===== src/rtl/vec_ram_seq_if.sv =====
// Bundle of every non-clock signal of the vector RAM load/store sequencer.
// The slave modport is the sequencer's view. The master modport is the view of
// whatever surrounds it: issue logic, stream producer/consumer and the RAM port.
interface vec_ram_seq_if #(
    parameter int DATA_WIDTH = 8,
    parameter int ADDR_WIDTH = 6,
    parameter int LEN_WIDTH  = 7
);
    // Command channel
    logic                  cmd_valid;
    logic                  cmd_ready;
    logic                  cmd_write;
    logic [ADDR_WIDTH-1:0] cmd_base;
    logic [LEN_WIDTH-1:0]  cmd_len;

    // Load stream (RAM -> consumer)
    logic                  rd_valid;
    logic                  rd_ready;
    logic [DATA_WIDTH-1:0] rd_data;
    logic                  rd_last;

    // Store stream (producer -> RAM)
    logic                  wr_valid;
    logic                  wr_ready;
    logic [DATA_WIDTH-1:0] wr_data;

    // Status
    logic                  busy;
    logic                  done;

    // RAM port (synchronous read, one-cycle latency)
    logic                  ram_we;
    logic [ADDR_WIDTH-1:0] ram_addr;
    logic [DATA_WIDTH-1:0] ram_din;
    logic [DATA_WIDTH-1:0] ram_dout;

    modport slave (
        input  cmd_valid, cmd_write, cmd_base, cmd_len,
        input  rd_ready,
        input  wr_valid, wr_data,
        input  ram_dout,
        output cmd_ready,
        output rd_valid, rd_data, rd_last,
        output wr_ready,
        output busy, done,
        output ram_we, ram_addr, ram_din
    );

    modport master (
        output cmd_valid, cmd_write, cmd_base, cmd_len,
        output rd_ready,
        output wr_valid, wr_data,
        output ram_dout,
        input  cmd_ready,
        input  rd_valid, rd_data, rd_last,
        input  wr_ready,
        input  busy, done,
        input  ram_we, ram_addr, ram_din
    );
endinterface


===== src/rtl/vec_ram_seq.sv =====
// Vector load/store sequencer for one port of the dual-port vector RAM.
// It takes a burst command (base, length, direction). A load streams RAM
// elements out through a 2-entry output FIFO. A store writes stream elements
// straight into the RAM. Addresses wrap modulo the RAM depth.
module vec_ram_seq #(
    parameter int DATA_WIDTH = 8,
    parameter int ADDR_WIDTH = 6,
    parameter int LEN_WIDTH  = 7
) (
    input  logic          clk,
    input  logic          rst,
    vec_ram_seq_if.slave  bus
);

    typedef enum logic [1:0] {
        S_IDLE  = 2'd0,
        S_LOAD  = 2'd1,
        S_STORE = 2'd2
    } state_t;

    state_t                r_state;
    state_t                w_nextState;

    // Burst context captured at command accept
    logic [ADDR_WIDTH-1:0] r_base;
    logic [LEN_WIDTH-1:0]  r_len;
    logic [LEN_WIDTH-1:0]  r_issued;
    logic [LEN_WIDTH-1:0]  r_xfer;

    // Read pipeline and output FIFO
    logic                  r_inflight;
    logic [DATA_WIDTH-1:0] r_fifo [2];
    logic                  r_wrPtr;
    logic                  r_rdPtr;
    logic [1:0]            r_count;

    logic                  r_done;

    // Combinational handshake and control terms
    logic                  w_idle;
    logic                  w_cmdFire;
    logic                  w_cmdLoad;
    logic                  w_cmdStore;
    logic                  w_cmdEmpty;
    logic                  w_lastIdx;
    logic                  w_rdValid;
    logic                  w_rdFire;
    logic                  w_rdLastFire;
    logic                  w_wrReady;
    logic                  w_wrFire;
    logic                  w_wrLastFire;
    logic [2:0]            w_occupancy;
    logic                  w_issueMore;
    logic                  w_issue;
    logic [ADDR_WIDTH-1:0] w_issueAddr;
    logic [ADDR_WIDTH-1:0] w_storeAddr;
    logic                  w_finish;

    // Decode the handshakes. The first read of a load is issued in the
    // command-accept cycle itself. That puts the first element on rd_valid
    // two cycles after the handshake. FIFO occupancy is counted after this
    // cycle's pop, so a consumer that is always ready sees one element per cycle.
    always_comb begin
        w_idle       = (r_state == S_IDLE);
        w_cmdFire    = bus.cmd_valid & w_idle;
        w_cmdLoad    = w_cmdFire & ~bus.cmd_write & (bus.cmd_len != '0);
        w_cmdStore   = w_cmdFire &  bus.cmd_write & (bus.cmd_len != '0);
        w_cmdEmpty   = w_cmdFire & (bus.cmd_len == '0);

        w_lastIdx    = (r_xfer == (r_len - LEN_WIDTH'(1)));

        w_rdValid    = (r_count != 2'd0);
        w_rdFire     = w_rdValid & bus.rd_ready;
        w_rdLastFire = w_rdFire & w_lastIdx;

        w_wrReady    = (r_state == S_STORE) & (r_xfer < r_len);
        w_wrFire     = w_wrReady & bus.wr_valid;
        w_wrLastFire = w_wrFire & w_lastIdx;

        w_occupancy  = {1'b0, r_count} + {2'b00, r_inflight} - {2'b00, w_rdFire};
        w_issueMore  = (r_state == S_LOAD) & (r_issued < r_len) & (w_occupancy < 3'd2);
        w_issue      = w_cmdLoad | w_issueMore;
        w_issueAddr  = w_cmdLoad ? bus.cmd_base : (r_base + ADDR_WIDTH'(r_issued));
        w_storeAddr  = r_base + ADDR_WIDTH'(r_xfer);

        w_finish     = w_cmdEmpty | w_rdLastFire | w_wrLastFire;
    end

    // State register
    always_ff @(posedge clk) begin
        if (rst) begin
            r_state <= S_IDLE;
        end else begin
            r_state <= w_nextState;
        end
    end

    // Next-state logic. A zero-length command never leaves IDLE.
    always_comb begin
        w_nextState = r_state;
        case (r_state)
            S_IDLE: begin
                if (w_cmdLoad) begin
                    w_nextState = S_LOAD;
                end else if (w_cmdStore) begin
                    w_nextState = S_STORE;
                end
            end
            S_LOAD: begin
                if (w_rdLastFire) begin
                    w_nextState = S_IDLE;
                end
            end
            S_STORE: begin
                if (w_wrLastFire) begin
                    w_nextState = S_IDLE;
                end
            end
            default: begin
                w_nextState = S_IDLE;
            end
        endcase
    end

    // Drive the outputs. The RAM port is held at zero whenever no read is
    // issued and no write handshakes, so an idle or zero-length burst shows
    // no address activity.
    always_comb begin
        bus.cmd_ready = w_idle;
        bus.rd_valid  = w_rdValid;
        bus.rd_data   = r_fifo[r_rdPtr];
        bus.rd_last   = w_rdValid & w_lastIdx;
        bus.wr_ready  = w_wrReady;
        bus.busy      = ~w_idle;
        bus.done      = r_done;
        bus.ram_we    = 1'b0;
        bus.ram_addr  = '0;
        bus.ram_din   = '0;
        if (w_wrFire) begin
            bus.ram_we   = 1'b1;
            bus.ram_addr = w_storeAddr;
            bus.ram_din  = bus.wr_data;
        end else if (w_issue) begin
            bus.ram_addr = w_issueAddr;
        end
    end

    // Burst counters, read-in-flight flag and done pulse. Reset drops any
    // in-flight read, so its data is never pushed.
    always_ff @(posedge clk) begin
        if (rst) begin
            r_base     <= '0;
            r_len      <= '0;
            r_issued   <= '0;
            r_xfer     <= '0;
            r_inflight <= 1'b0;
            r_done     <= 1'b0;
        end else begin
            r_inflight <= w_issue;
            r_done     <= w_finish;
            if (w_cmdFire) begin
                r_base   <= bus.cmd_base;
                r_len    <= bus.cmd_len;
                r_issued <= w_cmdLoad ? LEN_WIDTH'(1) : '0;
                r_xfer   <= '0;
            end else begin
                if (w_issueMore) begin
                    r_issued <= r_issued + LEN_WIDTH'(1);
                end
                if (w_rdFire | w_wrFire) begin
                    r_xfer <= r_xfer + LEN_WIDTH'(1);
                end
            end
        end
    end

    // Two-entry output FIFO. It is pushed with RAM data one cycle after each
    // read issue and popped on each rd handshake.
    always_ff @(posedge clk) begin
        if (rst) begin
            for (int i = 0; i < 2; i++) begin
                r_fifo[i] <= '0;
            end
            r_wrPtr <= 1'b0;
            r_rdPtr <= 1'b0;
            r_count <= 2'd0;
        end else begin
            if (r_inflight) begin
                r_fifo[r_wrPtr] <= bus.ram_dout;
                r_wrPtr         <= ~r_wrPtr;
            end
            if (w_rdFire) begin
                r_rdPtr <= ~r_rdPtr;
            end
            r_count <= r_count + {1'b0, r_inflight} - {1'b0, w_rdFire};
        end
    end

endmodule

===== src/flat_wrapper.sv =====
// flat-port wrapper written by rule: the top's interface ports become plain ports
module vec_ram_seq_flat 
#(
    parameter int DATA_WIDTH = 8,
    parameter int ADDR_WIDTH = 6,
    parameter int LEN_WIDTH  = 7
)
  (clk, rst, bus_cmd_valid, bus_cmd_write, bus_cmd_base, bus_cmd_len, bus_rd_ready, bus_wr_valid, bus_wr_data, bus_ram_dout, bus_cmd_ready, bus_rd_valid, bus_rd_data, bus_rd_last, bus_wr_ready, bus_busy, bus_done, bus_ram_we, bus_ram_addr, bus_ram_din);
  vec_ram_seq_if #(.DATA_WIDTH(DATA_WIDTH), .ADDR_WIDTH(ADDR_WIDTH), .LEN_WIDTH(LEN_WIDTH)) bus_i ();
  input  logic clk;
  input  logic rst;
  input wire logic [$bits(bus_i.cmd_valid)-1:0] bus_cmd_valid;
  input wire logic [$bits(bus_i.cmd_write)-1:0] bus_cmd_write;
  input wire logic [$bits(bus_i.cmd_base)-1:0] bus_cmd_base;
  input wire logic [$bits(bus_i.cmd_len)-1:0] bus_cmd_len;
  input wire logic [$bits(bus_i.rd_ready)-1:0] bus_rd_ready;
  input wire logic [$bits(bus_i.wr_valid)-1:0] bus_wr_valid;
  input wire logic [$bits(bus_i.wr_data)-1:0] bus_wr_data;
  input wire logic [$bits(bus_i.ram_dout)-1:0] bus_ram_dout;
  output wire logic [$bits(bus_i.cmd_ready)-1:0] bus_cmd_ready;
  output wire logic [$bits(bus_i.rd_valid)-1:0] bus_rd_valid;
  output wire logic [$bits(bus_i.rd_data)-1:0] bus_rd_data;
  output wire logic [$bits(bus_i.rd_last)-1:0] bus_rd_last;
  output wire logic [$bits(bus_i.wr_ready)-1:0] bus_wr_ready;
  output wire logic [$bits(bus_i.busy)-1:0] bus_busy;
  output wire logic [$bits(bus_i.done)-1:0] bus_done;
  output wire logic [$bits(bus_i.ram_we)-1:0] bus_ram_we;
  output wire logic [$bits(bus_i.ram_addr)-1:0] bus_ram_addr;
  output wire logic [$bits(bus_i.ram_din)-1:0] bus_ram_din;
  assign bus_i.cmd_valid = bus_cmd_valid;
  assign bus_i.cmd_write = bus_cmd_write;
  assign bus_i.cmd_base = bus_cmd_base;
  assign bus_i.cmd_len = bus_cmd_len;
  assign bus_i.rd_ready = bus_rd_ready;
  assign bus_i.wr_valid = bus_wr_valid;
  assign bus_i.wr_data = bus_wr_data;
  assign bus_i.ram_dout = bus_ram_dout;
  assign bus_cmd_ready = bus_i.cmd_ready;
  assign bus_rd_valid = bus_i.rd_valid;
  assign bus_rd_data = bus_i.rd_data;
  assign bus_rd_last = bus_i.rd_last;
  assign bus_wr_ready = bus_i.wr_ready;
  assign bus_busy = bus_i.busy;
  assign bus_done = bus_i.done;
  assign bus_ram_we = bus_i.ram_we;
  assign bus_ram_addr = bus_i.ram_addr;
  assign bus_ram_din = bus_i.ram_din;
  vec_ram_seq #(.DATA_WIDTH(DATA_WIDTH), .ADDR_WIDTH(ADDR_WIDTH), .LEN_WIDTH(LEN_WIDTH)) u_core (.clk(clk), .rst(rst), .bus(bus_i));
endmodule

===== config.mk =====
export PLATFORM = sky130hd
export DESIGN_NAME = vec_ram_seq_flat
export DESIGN_NICKNAME = d
export VERILOG_FILES = /design/src/rtl/vec_ram_seq_if.sv /design/src/rtl/vec_ram_seq.sv /design/src/flat_wrapper.sv
export SDC_FILE = /design/constraint.sdc
export NUM_CORES = 1
export LEC_CHECK = 0
export BUFFER_PORTS_ARGS = -buffer_cell sky130_fd_sc_hd__buf_4
export CORE_UTILIZATION = 50
export CTS_CLUSTER_DIAMETER = 150
export DETAILED_ROUTE_END_ITERATION = 12
export GPL_TIMING_DRIVEN = 0
export PLACE_DENSITY = 0.76
export SYNTH_ARGS = -nofsm -noshare
export SYNTH_HDL_FRONTEND = slang
export SYNTH_SLANG_ARGS = --single-unit

===== constraint.sdc =====
create_clock -name clk -period 3.8 [get_ports clk]
set_clock_uncertainty 0.2 [all_clocks]
set_input_delay 0.38 -clock clk [delete_from_list [all_inputs] [get_ports clk]]
set_output_delay 0.38 -clock clk [all_outputs]
set_load 0.01 [all_outputs]

==> flow_summary_export.csv, run 1 <==
group,metric,value,unit
logic_synthesis,synth-edff-count,16,
power,power.share.switching,0.324,
route,first_iter_violations,134,
logic_synthesis,seq_area_frac_synth,0.366,
route,route.detailed.wl_per_inst,15.0,um
power,ir_worst_vdd,0.331,mV
die,die_area,6890,um2
logic_synthesis,synth.distinct_cells,52,
route,drt.antenna.violating_nets,0,
timing,slew_viol_final,0,
logic_synthesis,synthesis.instances,356,
die,core-area,6350,um2
route,met2_length,3.85,mm
logic_synthesis,yosysWarningCount,0,
global_routing,grt.total_usage,0.232,
power,intPower,0.00103,W
layout,finish.instance_area,4020,um2
timing,tightestPinTransition,1190,ps
placement,placement.setup.worst_slack,-277,ps
die,ioPinCount,64,
route,dr.max_layer_used,"met4",
critical_path,crit_top_cell,"sky130_fd_sc_hd__ha_4",
route,met3RoutedLength,251,um
route,avgViaCountPerCell,5.43,
critical_path,cp.arrival,3360,ps
timing,slew_headroom,0.203,
status,violations,"setup timing",
clock_network,number_of_buffers_inserted_by_hold_repair_at_cts,0,
logic_synthesis,post_synth_instance_area,3280,um2
critical_path,timing.critical_path.fanout_max,2,
global_routing,grt_antenna_before_repair,0,
layout,antenna_cells,0,
critical_path,cp.required,3220,ps
logic_synthesis,biggest_area_contributors_in_the_synthesized_netlist,"sky130_fd_sc_hd__dfxtp_1 (22%), sky130_fd_sc_hd__edfxtp_1 (15%), sky130_fd_sc_hd__ha_1 (11%)",
layout,postLayoutCoreUtil,0.633,
placement,routabilityCongestion,0.826,
timing,hold_viol,0,
layout,mostFrequentLayoutCell,"sky130_fd_sc_hd__buf_4",
global_routing,grt_pass1_wl,12.8,mm
clock_network,clk_transition_reported_paths,100,ps
placement,port_buffers,63,
die,die_x,83.0,um
timing,whs,114,ps
placement,place.detailed.instances,496,
logic_synthesis,syn_area_per_cell,9.22,um2
timing,min_period,3940,ps
die,floorplan.initialDensity,0.517,
timing,achievable-frequency,0.254,GHz
route,drt_first_pass_iters,5,
layout,fin_cells,507,
worst_hold_path,hold_path_class,"in2reg",
layout,mostFrequentLayoutCells,"sky130_fd_sc_hd__buf_4 (67), sky130_fd_sc_hd__nand2_1 (42), sky130_fd_sc_hd__dfxtp_1 (35)",
clock_network,cts_max_path_buffers,2,
clock_network,root_buffer,"sky130_fd_sc_hd__clkbuf_8",
placement,placed_area,3860,um2
critical_path,max_stage_delay,520,ps
critical_path,crit_type,"reg2out",
layout,layout-drive-gt1-share,0.244,
clock_network,numCtsBuffers,5,
route,drcViolationCount,0,
logic_synthesis,top_cell_type_by_total_area_after_synthesis,"sky130_fd_sc_hd__dfxtp_1",
power,relative_contribution_of_combinational_cells_to_total_power,0.344,
power,power_per_cell_area,380,nW/um2
logic_synthesis,synth_top_cell_area_share,0.220,
power,switchingPower,0.000494,W
global_routing,grt_overflow_total,0,
power,cellLeakagePower,1.77,nW
timing,worst_case_setup_margin_in_the_final_layout,-138,ps
route,drt-met1-wl,3.40,mm
logic_synthesis,synth_async_sr_flop_share,0,
clock_network,clkLatencyLatePin,310,ps
status,result_of_the_run,"finished, violations left",
critical_path,worstSetupEndpointType,"primary output",
clock_network,tritoncts,"done",
route,vias,2752,
critical_path,timing.critical_path.cells,"or2_4 -> and2_4 -> ha_4 -> inv_4 -> ha_4 -> inv_2 -> fa_2 -> or4b_4 -> a221oi_4 -> o311ai_2 -> a311oi_2 -> a221o_1 -> buf_6",
power,power_frac_seq,0.433,
die,die-height,83.0,um
layout,areaGrowthSynthToFinish,22.5,%
timing,setup_repair_after_global_routing_missed_its_margin,"yes",
clock_network,cts-htree-levels,2,
logic_synthesis,synthesized_netlist_net_count,422,
critical_path,setup.worst_path.start_class,"flip-flop",
layout,fill_cells,529,
clock_network,cts_num_sinks,52,
timing,setup_viol,6,
logic_synthesis,synth.ff_latch_count,52,
layout,finalNetCount,495,
placement,detailed_place_hpwl,5.91,mm
route,route.final.wire_length,7.62,mm
die,placementRows,29,
job,maxCapViolCount,0,
global_routing,number_of_global_route_vias_before_repair,2754,
logic_synthesis,synth_ff_type,"sky130_fd_sc_hd__dfxtp_1",
critical_path,critPathSlowestCell,"sky130_fd_sc_hd__fa_2",
timing,min_period_over_period,1.04,
global_routing,grt_max_degree,20,
power,pwr-share-clk,0.223,
-- routing by layer --
metal,up-vias,GRT usage
li1,1382,-
met1,1304,0.283
met2,55,0.406
met3,11,0.0388
met4,0,0.0925
met5,-,0
-- logic make-up (layout without fill, tap and decap cells) --
logic type               count (synthesis)  after routing  share of synthesized area
multiplexers                             9              9                     0.0305
AND/OR/NAND/NOR                        135            135                      0.220
flip-flops                              52             52                      0.366
adder cells (fa/ha/maj)                 31             31                      0.125
XOR/XNOR                                29             29                     0.0774
AO/OA/AOI/OAI                           66             66                      0.140
buffers and inverters                   34            108                     0.0416
-- power by group through the flow --
stage	logic, W	registers [W]	clock network [W]
after floorplan	0.000313	0.000660	0
after global placement	0.000454	0.000669	0
after detailed placement	0.000469	0.000672	0
after CTS	0.000518	0.000661	0.000347
after global routing	0.000585	0.000668	0.000369
final	0.000525	0.000661	0.000341
-- flip-flops by register name (all words and copies together) (netlist names), named ones only --
signal	count
u_core.r_state	2
u_core.r_len	7
u_core.r_rdPtr	1
u_core.r_issued	7
u_core.r_wrPtr	1
u_core.r_xfer	7
u_core.r_fifo	16
u_core.r_count	2
u_core.r_base	6
u_core.bus.done	1
u_core.r_inflight	1
-- Yosys cell counts (11+ instances only) --
library cell                n
sky130_fd_sc_hd__edfxtp_1  16
sky130_fd_sc_hd__inv_1     19
sky130_fd_sc_hd__nand2_1   42
sky130_fd_sc_hd__clkbuf_1  11
sky130_fd_sc_hd__xnor2_1   13
sky130_fd_sc_hd__nor2_1    25
sky130_fd_sc_hd__ha_1      28
sky130_fd_sc_hd__xor2_1    16
sky130_fd_sc_hd__a21oi_1   28
sky130_fd_sc_hd__dfxtp_1   36
sky130_fd_sc_hd__and2_1    27
-- final timing paths --
kind,slack [ps],startpoint,depth (start not counted),to
max,-140,u_core.r_count[1]$_SDFF_PP0_,13,bus_ram_addr[5]
min,110,bus_cmd_len[2],3,u_core.r_len[2]$_SDFFE_PP0P_
max reg2reg,360,u_core.r_count[1]$_SDFF_PP0_,14,u_core.r_issued[3]$_SDFFE_PP0P_
min reg2reg,290,u_core.r_base[4]$_SDFFE_PP0P_,2,u_core.r_base[4]$_SDFFE_PP0P_
-- stage by stage --
step | total power [W] | TNS (ps)
2_1_floorplan | 0.000974 | 0
3_3_place_gp | 0.00112 | -732
3_5_place_dp | 0.00114 | -801
4_1_cts | 0.00153 | -670
5_1_grt | 0.00162 | -997
6_report | 0.00153 | -281
-- cell type report --
| cell class | count | area [um2] | area share |
|---|---|---|---|
| clock buffers | 5 | 68.8 | 0.0171 |
| multi-input cells | 270 | 1980 | 0.493 |
| inverters | 19 | 73.8 | 0.0184 |
| plain buffers | 13 | 50.0 | 0.0124 |
| repair buffers | 68 | 514 | 0.128 |
| clock inverters | 3 | 28.8 | 0.00716 |
| flip-flops and latches | 52 | 1200 | 0.300 |
| well taps | 77 | 96.3 | 0.0240 |
-- worst max-delay path: cells and delay by family (launching register included) --
family                   cells  cell delay [ps]
flip-flops                   1              350
AND/OR/NAND/NOR              3              880
AO/OA/AOI/OAI                4              770
adder cells (fa/ha/maj)      3              850
buffers and inverters        3              190
-- timing repair --
action,in CTS,in global routing
pin swaps,9,4
hold endpoints to repair,0,0
gates resized for setup,11,1
buffers inserted,5,0
endpoints found under the setup margin,6,6
Note: power is estimated with default switching activity, not from simulation.
==> run 2: changes to the inputs <==
--- a/config.mk
+++ b/config.mk
@@ -6,11 +6,13 @@
 export NUM_CORES = 1
 export LEC_CHECK = 0
 export BUFFER_PORTS_ARGS = -buffer_cell sky130_fd_sc_hd__buf_4
-export CORE_UTILIZATION = 50
+export CELL_PAD_IN_SITES_DETAIL_PLACEMENT = 1
+export CELL_PAD_IN_SITES_GLOBAL_PLACEMENT = 2
+export CORE_UTILIZATION = 30
 export CTS_CLUSTER_DIAMETER = 150
 export DETAILED_ROUTE_END_ITERATION = 12
 export GPL_TIMING_DRIVEN = 0
-export PLACE_DENSITY = 0.76
+export PLACE_DENSITY_LB_ADDON = 0.1
 export SYNTH_ARGS = -nofsm -noshare
 export SYNTH_HDL_FRONTEND = slang
 export SYNTH_SLANG_ARGS = --single-unit
==> run 2 against run 1 <==
  * The run still ends with setup timing left
  * Global-route usage fell by 6.1 points
  * Non-clock buffer count rose by 8
  * Core utilization down 23 points
  * Largest cell class unchanged
  * Wire length up 20%
  * Fmax decreased by 0.23%
  * Critical endpoint unchanged
  * Largest power group unchanged
  * Register-to-register slack worse by 250 ps
  * Sequential power barely moved
  * Via count up 1.2%
  * Critical path depth is the same
==> flow_summary_export.csv, run 2 (synthesis results as in run 1) <==
group,metric,value,unit
clock_network,clkLatencyLatePin,310,ps
die,die_area,11400,um2
layout,largest_register_ffs,16,
power,power_per_cell_area,374,nW/um2
route,dr.max_layer_used,"met4",
timing,achievable-frequency,0.253,GHz
route,avgViaCountPerCell,4.85,
clock_network,tritoncts,"done",
die,ioPinCount,64,
layout,regMostFlops,"u_core.r_fifo",
critical_path,r2r_slack,110,ps
power,post-layout-total-power,0.00157,W
route,drcViolationCount,0,
timing,setup_repair_after_global_routing_missed_its_margin,"yes",
layout,mostFrequentLayoutCell,"sky130_fd_sc_hd__buf_4",
global_routing,number_of_global_route_vias_before_repair,2964,
placement,routabilityCongestion,0.734,
clock_network,cts_num_sinks,52,
critical_path,r2r.worst_path.cells,17,
layout,postLayoutCoreUtil,0.400,
layout,layout-drive-gt1-share,0.269,
route,route.detailed.wl_per_inst,15.9,um
timing,min_period,3950,ps
critical_path,cp.arrival,3370,ps
timing,slew_headroom,0.471,
critical_path,crit_type,"reg2out",
layout,antenna_cells,0,
layout,ff_latch_area,1200,um2
layout,finalNetCount,503,
placement,port_buffers,63,
layout,multi_input_comb_area,2000,um2
global_routing,grt_antenna_before_repair,0,
route,drt-met1-wl,4.21,mm
critical_path,setup.worst_path.start_class,"flip-flop",
timing,min_period_over_period,1.04,
power,cellLeakagePower,1.83,nW
clock_network,root_buffer,"sky130_fd_sc_hd__clkbuf_8",
placement,place.detailed.instances,556,
global_routing,grt_max_degree,19,
die,placementRows,37,
power,ir_worst_vdd,0.209,mV
timing,whs,125,ps
clock_network,cts_max_path_buffers,2,
critical_path,worstReg2RegStart,"u_core.r_count[1]$_SDFF_PP0_",
route,drt_first_pass_iters,4,
timing,setup_viol,6,
worst_hold_path,whs_path_cells,3,
timing,slew_viol_final,0,
placement,detailed_place_hpwl,7.18,mm
worst_hold_path,min-delay-start,"bus_cmd_base[1]",
route,vias,2786,
clock_network,numCtsBuffers,5,
status,violations,"setup timing",
layout,fill_cells,1256,
critical_path,cp.required,3220,ps
die,core-area,10500,um2
die,die_x,107,um
die,die-height,107,um
timing,tightestPinTransition,788,ps
timing,fin_tns_setup,-460,ps
worst_hold_path,hold_path_class,"in2reg",
global_routing,grt_pass1_wl,15.0,mm
die,floorplan.initialDensity,0.314,
layout,fin_cells,574,
clock_network,cts-htree-levels,2,
status,result_of_the_run,"finished, violations left",
layout,areaGrowthSynthToFinish,27.6,%
layout,mostFrequentLayoutCells,"sky130_fd_sc_hd__buf_4 (70), sky130_fd_sc_hd__nand2_1 (40), sky130_fd_sc_hd__dfxtp_1 (34)",
timing,worst_case_setup_margin_in_the_final_layout,-147,ps
route,first_iter_violations,82,
clock_network,clk_transition_reported_paths,100,ps
route,met2_length,4.54,mm
route,met3RoutedLength,312,um
global_routing,grt.total_usage,0.171,
route,route.final.wire_length,9.13,mm
critical_path,worstSetupEndpointType,"primary output",
timing,hold_viol,0,
critical_path,setup.worst_path.start,"u_core.r_count[1]$_SDFF_PP0_",
global_routing,grt_overflow_total,0,
critical_path,timing.critical_path.fanout_max,2,
job,maxCapViolCount,0,
route,drt.antenna.violating_nets,0,
-- run 2: changes by cell type in the layout (fill, tap and decap cells not counted), moves of 2 or more --
cell	delta
sky130_fd_sc_hd__dfxtp_2	+2
sky130_fd_sc_hd__nand2_1	-2
sky130_fd_sc_hd__a22oi_2	+2
sky130_fd_sc_hd__buf_4	+3
sky130_fd_sc_hd__inv_6	-2
sky130_fd_sc_hd__buf_6	+3
sky130_fd_sc_hd__a22oi_1	-2
-- run 2: metal layers --
| metal | up-vias | track usage |
|---|---|---|
| li1 | 1398 | - |
| met1 | 1334 | 0.220 |
| met2 | 47 | 0.300 |
| met3 | 7 | 0.0304 |
| met4 | 0 | 0.0323 |
| met5 | - | 0 |
-- run 2: per-stage QoR --
| step | setup WS, ps | area, um2 |
|---|---|---|
| final | -147 | 4190 |
| after global routing | -282 | 4190 |
| after CTS | -270 | 4160 |
| after detailed placement | -287 | 3940 |
| after global placement | -276 | 3940 |
| after floorplan | 9.85 | 3300 |
-- run 2: layout make-up --
class,count,share of cell area
Tap cell,136,0.0406
Clock inverter,3,0.00657
Clock buffer,5,0.0164
Buffer,13,0.0119
Multi-Input combinational cell,270,0.478
Timing Repair Buffer,76,0.141
Sequential cell,52,0.287
Inverter,19,0.0176
-- run 2: path summary, 6_finish.rpt --
path                                                        end
worst max-delay path                            bus_ram_addr[5]
worst min-delay path              u_core.r_base[1]$_SDFFE_PP0P_
worst max register to register  u_core.r_issued[3]$_SDFFE_PP0P_
worst min register to register    u_core.r_base[4]$_SDFFE_PP0P_
-- run 2: power by group --
group | switching, W | internal [W]
registers | 0.0000383 | 0.000623
logic | 0.000274 | 0.000293
clock network | 0.000205 | 0.000136
-- run 2: what timing repair did --
action | in CTS | in global routing
buffers inserted | 9 | 4
gates resized for setup | 19 | 4
hold buffers | 0 | 0
pin swaps | 12 | 4
endpoints found under the setup margin | 6 | 6
gates cloned | 0 | 0
-- run 2: critical path, stage by stage (launching register included) --
cell and delay (ps):
sky130_fd_sc_hd__dfxtp_2 340, sky130_fd_sc_hd__or2_4 240, sky130_fd_sc_hd__and2_4 150, sky130_fd_sc_hd__ha_4 210, sky130_fd_sc_hd__inv_4 50, sky130_fd_sc_hd__ha_4 120, sky130_fd_sc_hd__inv_2 30, sky130_fd_sc_hd__fa_2 540
sky130_fd_sc_hd__or4b_4 490, sky130_fd_sc_hd__a221oi_4 250, sky130_fd_sc_hd__o311ai_2 160, sky130_fd_sc_hd__a311oi_2 210, sky130_fd_sc_hd__a221o_1 160, sky130_fd_sc_hd__buf_6 100
